<file path="config.mk">
export PLATFORM = sky130hd
export DESIGN_NAME = hex_scan_decoder
export DESIGN_NICKNAME = d
export VERILOG_FILES = /design/src/rtl/hex_scan_decoder.sv
export SDC_FILE = /design/constraint.sdc
export NUM_CORES = 1
export LEC_CHECK = 0
export BUFFER_PORTS_ARGS = -buffer_cell sky130_fd_sc_hd__buf_2
export CORE_MARGIN = 2
export CORE_UTILIZATION = 43
export DETAILED_ROUTE_END_ITERATION = 10
export PLACE_DENSITY = 0.72
export SYNTH_ARGS = -nofsm -noshare
export SYNTH_HDL_FRONTEND = slang
export SYNTH_SLANG_ARGS = --single-unit
</file>
<file path="constraint.sdc">
create_clock -name Clk -period 3.7 [get_ports Clk]
set_input_delay 0.555 -clock Clk [delete_from_list [all_inputs] [get_ports Clk]]
set_output_delay 0.555 -clock Clk [all_outputs]
set_load 0.03 [all_outputs]
</file>
<file path="src/rtl/hex_scan_decoder.sv">
// hex_scan_decoder: watches the multiplexed hex display bus, waits for each
// digit slot to settle, decodes active-low segment patterns back to nibbles
// and publishes the four digits together with frame and error status.
module hex_scan_decoder #(
    parameter int SETTLE  = 4,
    parameter int TIMEOUT = 4096
) (
    input  logic        Clk,
    input  logic        Reset,
    input  logic [7:0]  hex_seg,
    input  logic [3:0]  hex_grid,
    output logic [15:0] digits,
    output logic [3:0]  digit_valid,
    output logic        frame_done,
    output logic [7:0]  frame_count,
    output logic        seg_err,
    output logic        grid_err,
    output logic        stale
);

    localparam int TW = $clog2(TIMEOUT + 1);
    localparam logic [7:0]    SETTLE_C  = 8'(SETTLE);
    localparam logic [TW-1:0] TIMEOUT_C = TW'(TIMEOUT);

    localparam logic [1:0] IDLE  = 2'd0;
    localparam logic [1:0] TRACK = 2'd1;
    localparam logic [1:0] STALE = 2'd2;

    logic [7:0]    seg_q;
    logic [3:0]    grid_q;
    logic [11:0]   prev_q;
    logic [7:0]    run_cnt;
    logic [TW-1:0] tmo_cnt;
    logic [1:0]    state;
    logic [3:0]    seen;

    logic [7:0]    run_next;
    logic          capture;
    logic [3:0]    nib;
    logic          nib_ok;
    logic [1:0]    slot;
    logic          slot_ok;
    logic          blank;
    logic          valid_cap;
    logic [3:0]    slot_mask;
    logic [3:0]    seen_next;
    logic [TW-1:0] tmo_next;
    logic          timeout_hit;

    // Register the bus once and track how long the registered pattern has held still.
    always_ff @(posedge Clk) begin
        if (Reset) begin
            seg_q   <= 8'h00;
            grid_q  <= 4'h0;
            prev_q  <= 12'h000;
            run_cnt <= 8'd0;
        end else begin
            seg_q   <= hex_seg;
            grid_q  <= hex_grid;
            prev_q  <= {seg_q, grid_q};
            run_cnt <= run_next;
        end
    end

    // Saturating run length; the capture fires only on the cycle the run first reaches SETTLE.
    always_comb begin
        run_next = 8'd1;
        if ({seg_q, grid_q} == prev_q) begin
            run_next = (run_cnt == SETTLE_C) ? run_cnt : run_cnt + 8'd1;
        end
        capture = (run_next == SETTLE_C) && (run_cnt != SETTLE_C);
    end

    // Map an active-low seven-segment pattern (dp excluded) back to its nibble.
    always_comb begin
        nib    = 4'h0;
        nib_ok = 1'b1;
        case (seg_q[6:0])
            7'h40:   nib = 4'h0;
            7'h79:   nib = 4'h1;
            7'h24:   nib = 4'h2;
            7'h30:   nib = 4'h3;
            7'h19:   nib = 4'h4;
            7'h12:   nib = 4'h5;
            7'h02:   nib = 4'h6;
            7'h78:   nib = 4'h7;
            7'h00:   nib = 4'h8;
            7'h10:   nib = 4'h9;
            7'h08:   nib = 4'hA;
            7'h03:   nib = 4'hB;
            7'h46:   nib = 4'hC;
            7'h21:   nib = 4'hD;
            7'h06:   nib = 4'hE;
            7'h0E:   nib = 4'hF;
            default: nib_ok = 1'b0;
        endcase
    end

    // Classify the grid as a single selected slot, blank, or an illegal multi-select.
    always_comb begin
        slot    = 2'd0;
        slot_ok = 1'b1;
        case (grid_q)
            4'hE:    slot = 2'd0;
            4'hD:    slot = 2'd1;
            4'hB:    slot = 2'd2;
            4'h7:    slot = 2'd3;
            default: slot_ok = 1'b0;
        endcase
        blank       = (grid_q == 4'hF);
        valid_cap   = capture && slot_ok && nib_ok;
        slot_mask   = 4'b0001 << slot;
        seen_next   = seen | slot_mask;
        tmo_next    = (tmo_cnt == TIMEOUT_C) ? tmo_cnt : tmo_cnt + TW'(1);
        timeout_hit = !valid_cap && (state != STALE) && (tmo_next == TIMEOUT_C);
    end

    // Apply captures, frame accounting, error pulses and the IDLE/TRACK/STALE tracking.
    always_ff @(posedge Clk) begin
        if (Reset) begin
            digits      <= 16'h0000;
            digit_valid <= 4'h0;
            frame_done  <= 1'b0;
            frame_count <= 8'd0;
            seg_err     <= 1'b0;
            grid_err    <= 1'b0;
            stale       <= 1'b0;
            seen        <= 4'h0;
            tmo_cnt     <= '0;
            state       <= IDLE;
        end else begin
            frame_done <= 1'b0;
            seg_err    <= capture && slot_ok && !nib_ok;
            grid_err   <= capture && !blank && !slot_ok;
            if (valid_cap) begin
                digits[{slot, 2'b00} +: 4] <= nib;
                digit_valid <= digit_valid | slot_mask;
                tmo_cnt     <= '0;
                state       <= TRACK;
                stale       <= 1'b0;
                if (seen_next == 4'hF) begin
                    frame_done  <= 1'b1;
                    frame_count <= frame_count + 8'd1;
                    seen        <= 4'h0;
                end else begin
                    seen <= seen_next;
                end
            end else begin
                tmo_cnt <= tmo_next;
                if (timeout_hit) begin
                    state       <= STALE;
                    stale       <= 1'b1;
                    digit_valid <= 4'h0;
                    seen        <= 4'h0;
                end
            end
        end
    end

endmodule
</file>
### Word-level counts from Yosys, hierarchy flattened

Cells that the tools add are included.

* equality and inequality tests: 28
* add/sub/neg operators: 4
* muxes and demuxes: 15
* bitwise logic cells: 3
* shift operators: 3
* reductions and logical operators: 19

Operator list (number)
* $pmux 4 s15: 1
* $eq 7x7->1 const B: 4
* $eq 13x13->1 const B: 2
* $eq 7x5->1 const B: 3
* $eq 7x6->1 const B: 3
* $eq 4x4->1 const B: 5
* $add 8x1->8 const B: 2
* $bwmux 16: 1
* $eq 8x3->1 const B: 2
* $mux 4: 4
* $mux 8: 2
* $reduce_or 16->1: 1
* $shift 4x6->16 const A: 1
* $shiftx 4x6->16: 1
* $eq 7x2->1 const B: 2
* $eq 7x4->1 const B: 2
* $add 13x1->13 const B: 1
* $mux 13: 1
* $eq 12x12->1: 1
* $logic_and 1x1->1: 8
* $ne 8x3->1 const B: 1
* $or 4x4->4: 2
* $eq 7x3->1 const B: 1
* $logic_not 7->1: 1
* 12 further kinds: 20

* bits in registers: 82
* logic and storage cells: 86
* output and inout port bits: 32
* input bits: 14

### Depth between registers and ports, before layout

Gate-level depths: netlist of run 1.

* depth after elaboration: 12
* depth in mapped cells: 11
* gate-level depth less buffers: 9

### Least setup slack after synthesis of run 1

Ideal clock, no wire load.

* path kind: reg-to-reg
* from: register run_cnt[0]
* to: register frame_count[5]
* setup time: 0.071 ns
* period minus slack after synthesis: 2.955 ns
* data arrival time: 2.885 ns
* required time: 3.629 ns
* cell stages (with the launch flop): 10
* setup slack: 0.745 ns
* buffers on the path: 0
* cells stage by stage: dfxtp_1 > inv_1 > ha_1 > or3b_2 > or3_4 > a2111oi_4 > nand4_2 > or3_4 > or4_1 > a21oi_1

* cells in the longest elaborated chain, start to end: 8
* elaborated cells between the ends (all ways): 10
* classes of those cells: 1 x add/sub; 3 x eq/ne; 2 x mux; 4 x reduce/logical

RTL lines
* start, declared: line 32 `logic [7:0] run_cnt;`
* start signal, assigned: line 61 `run_cnt <= run_next;`
* $add 8x1->8 / $eq 8x3->1 (equally long branches): line 69 `run_next = (run_cnt == SETTLE_C) ? run_cnt : run_cnt + 8'd1;`
* $mux 8: line 69
* $mux 8: line 68 `if ({seg_q, grid_q} == prev_q) begin`
* $eq 8x3->1: line 71 `capture = (run_next == SETTLE_C) && (run_cnt != SETTLE_C);`
* $logic_and 1x1->1 (*): line 71
* $logic_and 1x1->1 (*) (2 in series): line 111 `valid_cap = capture && slot_ok && nib_ok;`
* $reduce_and 2->1 (no source line) (*)
* end signal, assigned: line 143 `frame_count <= frame_count + 8'd1;`
* end, declared: line 15 `output logic [7:0] frame_count,`

Mark *: on every way between the ends. The rest lies on a longest branch, timed or not.
A chain may end at the register's enable or synchronous reset.

### Worst setup path in the final report of run 1

Same ends and word-level chain as after synthesis.

==> impl_metrics.tcl, run 1 <==
set metrics [dict create \
    status "completed" \
    slowest_delay_ns 0.49 \
    core_area_um2 9110 \
    area_delta_synth_final_pct 12.8 \
    cts_buffer_depth 2 \
    hold_path.class "in -> reg" \
    crit_slowest_cell "or3_4" \
    power_density_nw_per_um2 393 \
    rsz0062_at_grt "false" \
    ios 46 \
    clock-sinks 82 \
    nets 519 \
    antenna_cells 0 \
    min_period_over_period_pct 86.5 \
    final_area_um2 4480 \
    worst_pin_slew_ns 0.953 \
    synth_cell_type_count 51 \
    wl_per_cell_um 13.5 \
    ys_ff_latch 82 \
    fmax_mhz 312 \
    syn_area_um2 3970 \
    top_layer "met4" \
    start_kind "register" \
    worstPathArrival_ns 3.48 \
    worstSetupEndpointType "register" \
    rrSetupSlack_ns 0.50 \
    hold_viol_final 0 \
    slew_headroom_pct 35.9 \
    required_ns 3.98 \
    finClkSkew_ns 0.0134 \
    cts-root-buf "clkbuf_8" \
    r2r_start "run_cnt[0]" \
    wl_met3_um 219 \
    viasPerCell 5.37 \
    via_count 3262 \
    cts_tree "done" \
    cts_setup_buffers 0 \
    htreeDepth 3 \
    synth_edf_count 0 \
    synth-seq-area-share_pct 41.4 \
    totalWireLength_mm 8.21 \
    start_util_pct 43.6 \
    grt_use_total_pct 17.7 \
    synth_area_leaders "dfxtp_1, mux2i_1, xnor2_1" \
    synth_top_area_cell "dfxtp_1" \
    setup-tns-final_ns 0 \
    die_x_um 100 \
    ir_drop_uv 167 \
    wirelength_met1_mm 3.93 \
    synth_area_per_cell_um2 8.68 \
    io_buffers 45 \
    netlist_instances 457 \
    drc 0 \
    dieArea_um2 10000 \
    synth_common_cells "dfxtp_1, nand2_1, nor2_1" \
    grt_start_max_net_pins 47 \
    fillers 880 \
    critPathKind "reg -> reg" \
    yosys_warnings 0 \
    critPathMaxFanout 15 \
    cts_hold_buf 0 \
    drive_above_1_share_pct 13.9 \
    multi_input_area_um2 2180 \
    place_area_um2 4260 \
    worstHoldStart "hex_seg[1]" \
    setup-violations-final 0 \
    num_rows 35 \
    antenna_found_initial 0 \
    min_to "seg_q[1]" \
    r2r-end "frame_count[5]" \
    cts_buffers 9 \
    wl_met2_mm 3.85 \
    fin_crit_ns 3.20 \
    ant_nets 0 \
    yosys.area.top_type_share_pct 41.4 \
    clk_pin_slew_ns 0.08 \
    dp_hpwl_mm 5.75 \
    leakage_nw 1.79 \
    cp_cell_sequence "inv_1 > ha_1 > or3b_2 > or3_4 > a2111oi_4 > nand4_2 > or3_4 > or4_1 > a21oi_1" \
    async_flop_share_pct 0 \
    grt-ovfl-total 0 \
    regArea_um2 1640 \
    clock_latency_ns 0.36 \
    crit_top_cell "or3_4" \
    whs_path_depth 2 \
    drtIter0Drc 131 \
    r2r_cells 9 \
    synth_nets 484 \
    die_y_um 100 \
    grt_pass1_vias 3111 \
    maxCapViolations 0 \
    drv_slew 0 \
    gp_congestion 0.831 \
    yosysMostFrequentCell "dfxtp_1" \
    firstDrtPassIters 4 \
    grt_pass1_wl_mm 14.4 \
    cts-resized-gates 0 \
    synth_ff_type "dfxtp_1" \
]
==> final cells by class <==
type,instances,area share (%)
multi-input cells,337,48.7
inverters,15,1.26
repair buffers,47,5.37
well taps,111,3.10
clock buffers,13,3.55
flip-flops and latches,82,36.7
clock inverters,2,1.34
==> how the worst max path moves through the flow <==
stage | from | endpoint | slack, ns | cells after the start
2_1_floorplan | run_cnt[0] | frame_count[5] | 0.74 | 9
3_3_place_gp | run_cnt[0] | frame_count[5] | 0.60 | 9
3_5_place_dp | run_cnt[0] | frame_count[5] | 0.51 | 9
4_1_cts | run_cnt[0] | frame_count[5] | 0.49 | 9
5_1_grt | run_cnt[0] | frame_count[5] | 0.32 | 9
6_report | run_cnt[0] | frame_count[5] | 0.50 | 9
==> sequential cells by signal, indices dropped and copies added, names as in the netlist <==
| signal | flops |
|---|---|
| seen | 4 |
| seg_q | 8 |
| state | 2 |
| grid_err | 1 |
| digits | 16 |
| frame_done | 1 |
| tmo_cnt | 13 |
| run_cnt | 8 |
| prev_q | 12 |
| seg_err | 1 |
| frame_count | 8 |
| digit_valid | 4 |
| grid_q | 4 |
==> metal layers <==
metal  GRT usage, %  vias up
li1               -     1664
met1           22.6     1531
met2           29.1       49
met3           3.62       18
met4           7.90        0
met5              0        -
==> power breakdown <==
group / total, mW / leakage, nW / switching (mW) / internal, mW
Sequential: 0.924 / 0.667 / 0.0271 / 0.897
Clock: 0.729 / 0.110 / 0.314 / 0.415
Combinational: 0.106 / 1.02 / 0.0593 / 0.0467
Total: 1.76 / 1.79 / 0.401 / 1.36
==> logic make-up after synthesis <==
| family | count (synthesis) | share of synthesized area (%) |
|---|---|---|
| compound gates | 58 | 9.40 |
| xor+xnor | 33 | 7.28 |
| flops | 82 | 41.4 |
| mux | 23 | 5.83 |
| simple gates | 209 | 28.1 |
| fa+ha+maj | 14 | 4.35 |
| buf+inv | 38 | 3.69 |
==> worst max-delay path, delay by kind of cell, from the launching register on <==
| kind | cells | cell delay [ns] |
|---|---|---|
| DFF | 1 | 0.36 |
| buffers and inverters | 1 | 0.07 |
| AOI/OAI and AO/OA | 2 | 0.58 |
| adders and majority gates | 1 | 0.13 |
| and+or+nand+nor | 5 | 1.99 |
==> layout by cell type, fill, tap and decap left out, types with 6 or more instances in the layout <==
cell,n
inv_1,14
buf_2,45
nand3_1,25
o21ai_0,19
nor3_1,12
nand2_1,47
a21oi_1,21
nand4_1,14
and3_1,6
nand2b_1,8
mux2i_1,22
xor2_1,12
or3_1,8
nor2_1,34
xnor2_1,21
dfxtp_1,82
nor2b_1,29
clkbuf_8,11
ha_1,13
==> through the flow <==
stage	utilization (%)	hold WS (ns)	total power, mW	std cells	setup WS, ns
detailed placement	46.7	0.454	1.05	592	0.508
global route	49.1	0.412	1.83	607	0.317
global placement	46.7	0.446	1.05	592	0.596
floorplan	-	0.458	1.02	457	0.745
CTS	49.1	0.401	1.77	607	0.492
finish	49.1	0.408	1.76	607	0.498
(Power assumes the default switching activity.)
==> run 2, diff against run 1 <==
- PLACE_DENSITY: 0.72 -> 0.62
==> impl_metrics.tcl, run 2 (synthesis gave the netlist of run 1 again) <==
set metrics [dict create \
    path_buf_inv 1 \
    grtUsageMet2_pct 25.4 \
    worstPathArrival_ns 3.45 \
    leakage_nw 1.78 \
    r2r-end "frame_count[5]" \
    hold_path.class "in -> reg" \
    viasPerCell 5.33 \
    cts_buffer_depth 2 \
    totalWireLength_mm 8.00 \
    largest_reg_flops 16 \
    crit_top_cell "or3_4" \
    clock_latency_ns 0.34 \
    rrSetupSlack_ns 0.52 \
    crit_end "frame_count[5]" \
    regMostFlops "digits" \
    finClkSkew_ns 0.00902 \
    p_total_mw 1.64 \
    grt_pass1_vias 2839 \
    cts-root-buf "clkbuf_8" \
    io_buffers 45 \
    cts-resized-gates 0 \
    crit_family "simple AND/OR/NAND/NOR gates" \
    grt_pass1_wl_mm 13.4 \
    drtIter0Drc 173 \
    fmax_mhz 315 \
    grt_start_max_net_pins 46 \
    power_density_nw_per_um2 370 \
    ir_drop_uv 178 \
    final_area_um2 4440 \
    reg_top3 "digits: 16 flops, tmo_cnt: 13 flops, prev_q: 12 flops" \
    grt-ovfl-total 0 \
    cts_buffers 9 \
    ios 46 \
    num_rows 35 \
    fin_crit_ns 3.18 \
    layout_common_cells "dfxtp_1, nand2_1, buf_2" \
    wl_per_cell_um 13.1 \
    slew_headroom_pct 33.3 \
    antenna_cells 0 \
    worstSetupEndpointType "register" \
    grt_use_total_pct 16.6 \
    firstDrtPassIters 4 \
    die_y_um 100 \
    gp_congestion 0.863 \
    drc 0 \
    final_common_cell "dfxtp_1" \
    dieArea_um2 10000 \
    place_area_um2 4270 \
    via_count 3243 \
    setup-violations-final 0 \
    critPathMaxFanout 15 \
    start_kind "register" \
    setup-tns-final_ns 0 \
    area_delta_synth_final_pct 12.0 \
    r2r_cells 9 \
    grt.busiest_layer "met2" \
    antenna_found_initial 0 \
    core_area_um2 9110 \
    cts_hold_buf 0 \
    htreeDepth 3 \
    worst_pin_slew_ns 0.992 \
    min_period_over_period_pct 85.9 \
    maxCapViolations 0 \
    cts_tree "done" \
    worst-path-stages 9 \
    nets 520 \
    drive_above_1_share_pct 13.9 \
    slowest_delay_ns 0.48 \
    met1_usage_pct 23.1 \
    fillers 890 \
    critPathKind "reg -> reg" \
    dp_hpwl_mm 5.78 \
    die_x_um 100 \
    cts_setup_buffers 0 \
    cp_cell_sequence "inv_1 > ha_1 > or3b_2 > or3_4 > a2111oi_4 > nand4_2 > or3_4 > or4_1 > a21oi_1" \
    start_util_pct 43.6 \
    worstSetupStartpoint "run_cnt[0]" \
    ant_nets 0 \
    clk_pin_slew_ns 0.08 \
    crit_slowest_cell "or3_4" \
    clock-sinks 82 \
    status "completed" \
    use_met3_pct 3.34 \
    hold_viol_final 0 \
    required_ns 3.97 \
    r2r_start "run_cnt[0]" \
    rsz0062_at_grt "false" \
    drv_slew 0 \
]
run 2: cell count changes in the layout (fill, tap and decap cells not counted):
cell	change
clkbuf_1	+2
clkbuf_8	-2
clkinv_2	+2
buf_4	+1
bufinv_16	-1
run 2: cell type report:
class	count	area, µm²	share of cell area (%)
clock inverters	3	40.0	0.901
repair buffers	48	248	5.57
well taps	111	139	3.12
multi-input cells	337	2180	49.1
inverters	15	56.3	1.27
flip-flops and latches	82	1640	36.9
clock buffers	13	139	3.12
run 2: worst reg2reg max path, cell delays in order (launching register included):
cell,delay [ns]
dfxtp_1,0.35
inv_1,0.07
ha_1,0.12
or3b_2,0.46
or3_4,0.36
a2111oi_4,0.45
nand4_2,0.19
or3_4,0.48
or4_1,0.48
a21oi_1,0.14
run 2: through the flow:
step	hold slack (ns)	util [%]	cells	setup slack [ns]
after global placement	0.448	46.8	593	0.597
after global routing	0.401	48.8	609	0.327
after detailed placement	0.454	46.8	593	0.545
after floorplan	0.458	-	457	0.745
final	0.416	48.8	609	0.523
after CTS	0.403	48.8	609	0.522
run 2: worst min-delay path by stage:
stage,end,depth (start not counted),startpoint
2_1_floorplan,state[0],2,state[0]
3_3_place_gp,digits[10],2,digits[10]
3_5_place_dp,digits[9],2,digits[9]
4_1_cts,seg_q[1],2,hex_seg[1]
5_1_grt,seg_q[4],2,hex_seg[4]
6_report,seg_q[4],2,hex_seg[4]
run 2: metal layers:
layer / wire length [µm] / share of wire, % / up-vias
li1: - / - / 1660
met1: 3980 / 50 / 1498
met2: 3560 / 44 / 73
met3: 342 / 4.3 / 12
met4: 119 / 1.5 / 0
met5: 0 / 0 / -
run 2: where the power goes:
group / leakage (nW) / switching, mW / internal, mW
Combinational: 1.02 / 0.0585 / 0.0471
Sequential: 0.667 / 0.0265 / 0.897
Clock: 0.0914 / 0.303 / 0.311
==> run 3, diff against run 2 <==
- CORE_MARGIN: 2 -> default
==> impl_metrics.tcl, run 3 (synthesis gave the netlist of run 1 again) <==
set metrics [dict create \
    slowest_delay_ns 0.48 \
    via_count 3246 \
    rsz0062_at_grt "false" \
    p_switching_uw 410 \
    seqPwrFrac_pct 55.3 \
    power_density_nw_per_um2 375 \
    min_period_over_period_pct 87.2 \
    regArea_um2 1640 \
    start_util_pct 44.9 \
    start_kind "register" \
    dieArea_um2 9620 \
    cts_hold_buf 0 \
    wl_met2_mm 3.62 \
    hold_path.class "in -> reg" \
    dp_hpwl_mm 5.75 \
    largest_reg_flops 16 \
    cts_tree "done" \
    ir_drop_uv 221 \
    cts-root-buf "clkbuf_8" \
    path_buf_inv 1 \
    drtIter0Drc 113 \
    wirelength_met1_mm 3.92 \
    fin_crit_ns 3.23 \
    cts-resized-gates 0 \
    setup-violations-final 0 \
    clockPowerShare_pct 38.4 \
    die_x_um 98.1 \
    wl_per_cell_um 13.1 \
    layout_common_cells "dfxtp_1, nand2_1, buf_2" \
    slew_headroom_pct 39.5 \
    fmax_mhz 310 \
    num_rows 34 \
    drv_slew 0 \
    core_area_um2 8850 \
    cts_buffer_depth 2 \
    p_int_mw 1.26 \
    violations "DRC" \
    totalWireLength_mm 7.93 \
    cp_cell_sequence "inv_1 > ha_1 > or3b_2 > or3_4 > a2111oi_4 > nand4_2 > or3_4 > or4_1 > a21oi_1" \
    die_y_um 98.1 \
    finClkSkew_ns 0.00931 \
    post-route-util_pct 50.3 \
    viasPerCell 5.37 \
    status "finished, violations left" \
    worstPathArrival_ns 3.51 \
    top_layer "met4" \
    firstDrtPassIters 7 \
    grt-ovfl-total 0 \
    grt_start_max_net_pins 47 \
    htreeDepth 3 \
    cts_buffers 9 \
    wl_met3_um 304 \
    clock_latency_ns 0.36 \
    worst_pin_slew_ns 0.899 \
    antenna_found_initial 0 \
    io_buffers 45 \
    drive_above_1_share_pct 14.3 \
    rrSetupSlack_ns 0.47 \
    antenna_cells 0 \
    final_common_cell "dfxtp_1" \
    crit_family "simple AND/OR/NAND/NOR gates" \
    cts_setup_buffers 0 \
    critPathKind "reg -> reg" \
    leakage_nw 1.78 \
    clk_pin_slew_ns 0.09 \
    crit_top_cell "or3_4" \
    drc 4 \
    reg_top3 "digits: 16 flops, tmo_cnt: 13 flops, prev_q: 12 flops" \
    required_ns 3.98 \
    combPwrFrac_pct 6.3 \
    regMostFlops "digits" \
    worstSetupEndpointType "register" \
    ios 46 \
    area_delta_synth_final_pct 12.1 \
    critPathMaxFanout 15 \
    grt_pass1_wl_mm 13.7 \
    setup-tns-final_ns 0 \
    hold_viol_final 0 \
    clock-sinks 82 \
    fillers 879 \
    swShare_pct 24.6 \
    ant_nets 0 \
    multi_input_area_um2 2180 \
    gp_congestion 0.763 \
    maxCapViolations 0 \
    nets 519 \
    grt_use_total_pct 17.6 \
    crit_slowest_cell "or3_4" \
    grt_pass1_vias 3010 \
]
[run 3: routing by layer]
layer	up-vias	global-route usage (%)
li1	1663	-
met1	1506	22.9
met2	69	28.0
met3	8	4.87
met4	0	6.41
met5	-	0
[run 3: final timing paths]
check	endpoint	start	depth (start not counted)
min reg2reg	digits[4]	digits[4]	2
max reg2reg	frame_count[5]	run_cnt[0]	9
min	seg_q[5]	hex_seg[5]	2
max	frame_count[5]	run_cnt[0]	9
[run 3: power groups by stage]
| stage | Clock (mW) | Sequential, mW | Combinational (mW) |
|---|---|---|---|
| global placement | 0 | 0.944 | 0.102 |
| CTS | 0.663 | 0.923 | 0.105 |
| finish | 0.640 | 0.924 | 0.105 |
| floorplan | 0 | 0.926 | 0.0959 |
| global route | 0.699 | 0.928 | 0.119 |
| detailed placement | 0 | 0.944 | 0.105 |
[run 3: metrics by stage]
stage	power [mW]	hold slack [ns]	area, µm²	setup WS, ns	std cells
final	1.67	0.404	4450	0.474	605
after global routing	1.75	0.387	4450	0.316	605
after CTS	1.69	0.384	4450	0.475	605
after detailed placement	1.05	0.455	4250	0.501	589
after global placement	1.05	0.448	4250	0.602	589
after floorplan	1.02	0.458	3970	0.745	457
[run 3: cell type report]
class                   instances  area share [%]
multi-input cells             337            49.0
flip-flops and latches         82            36.9
repair buffers                 47            5.40
well taps                     108            3.04
clock buffers                  10            2.87
clock inverters                 6            1.49
inverters                      15            1.27
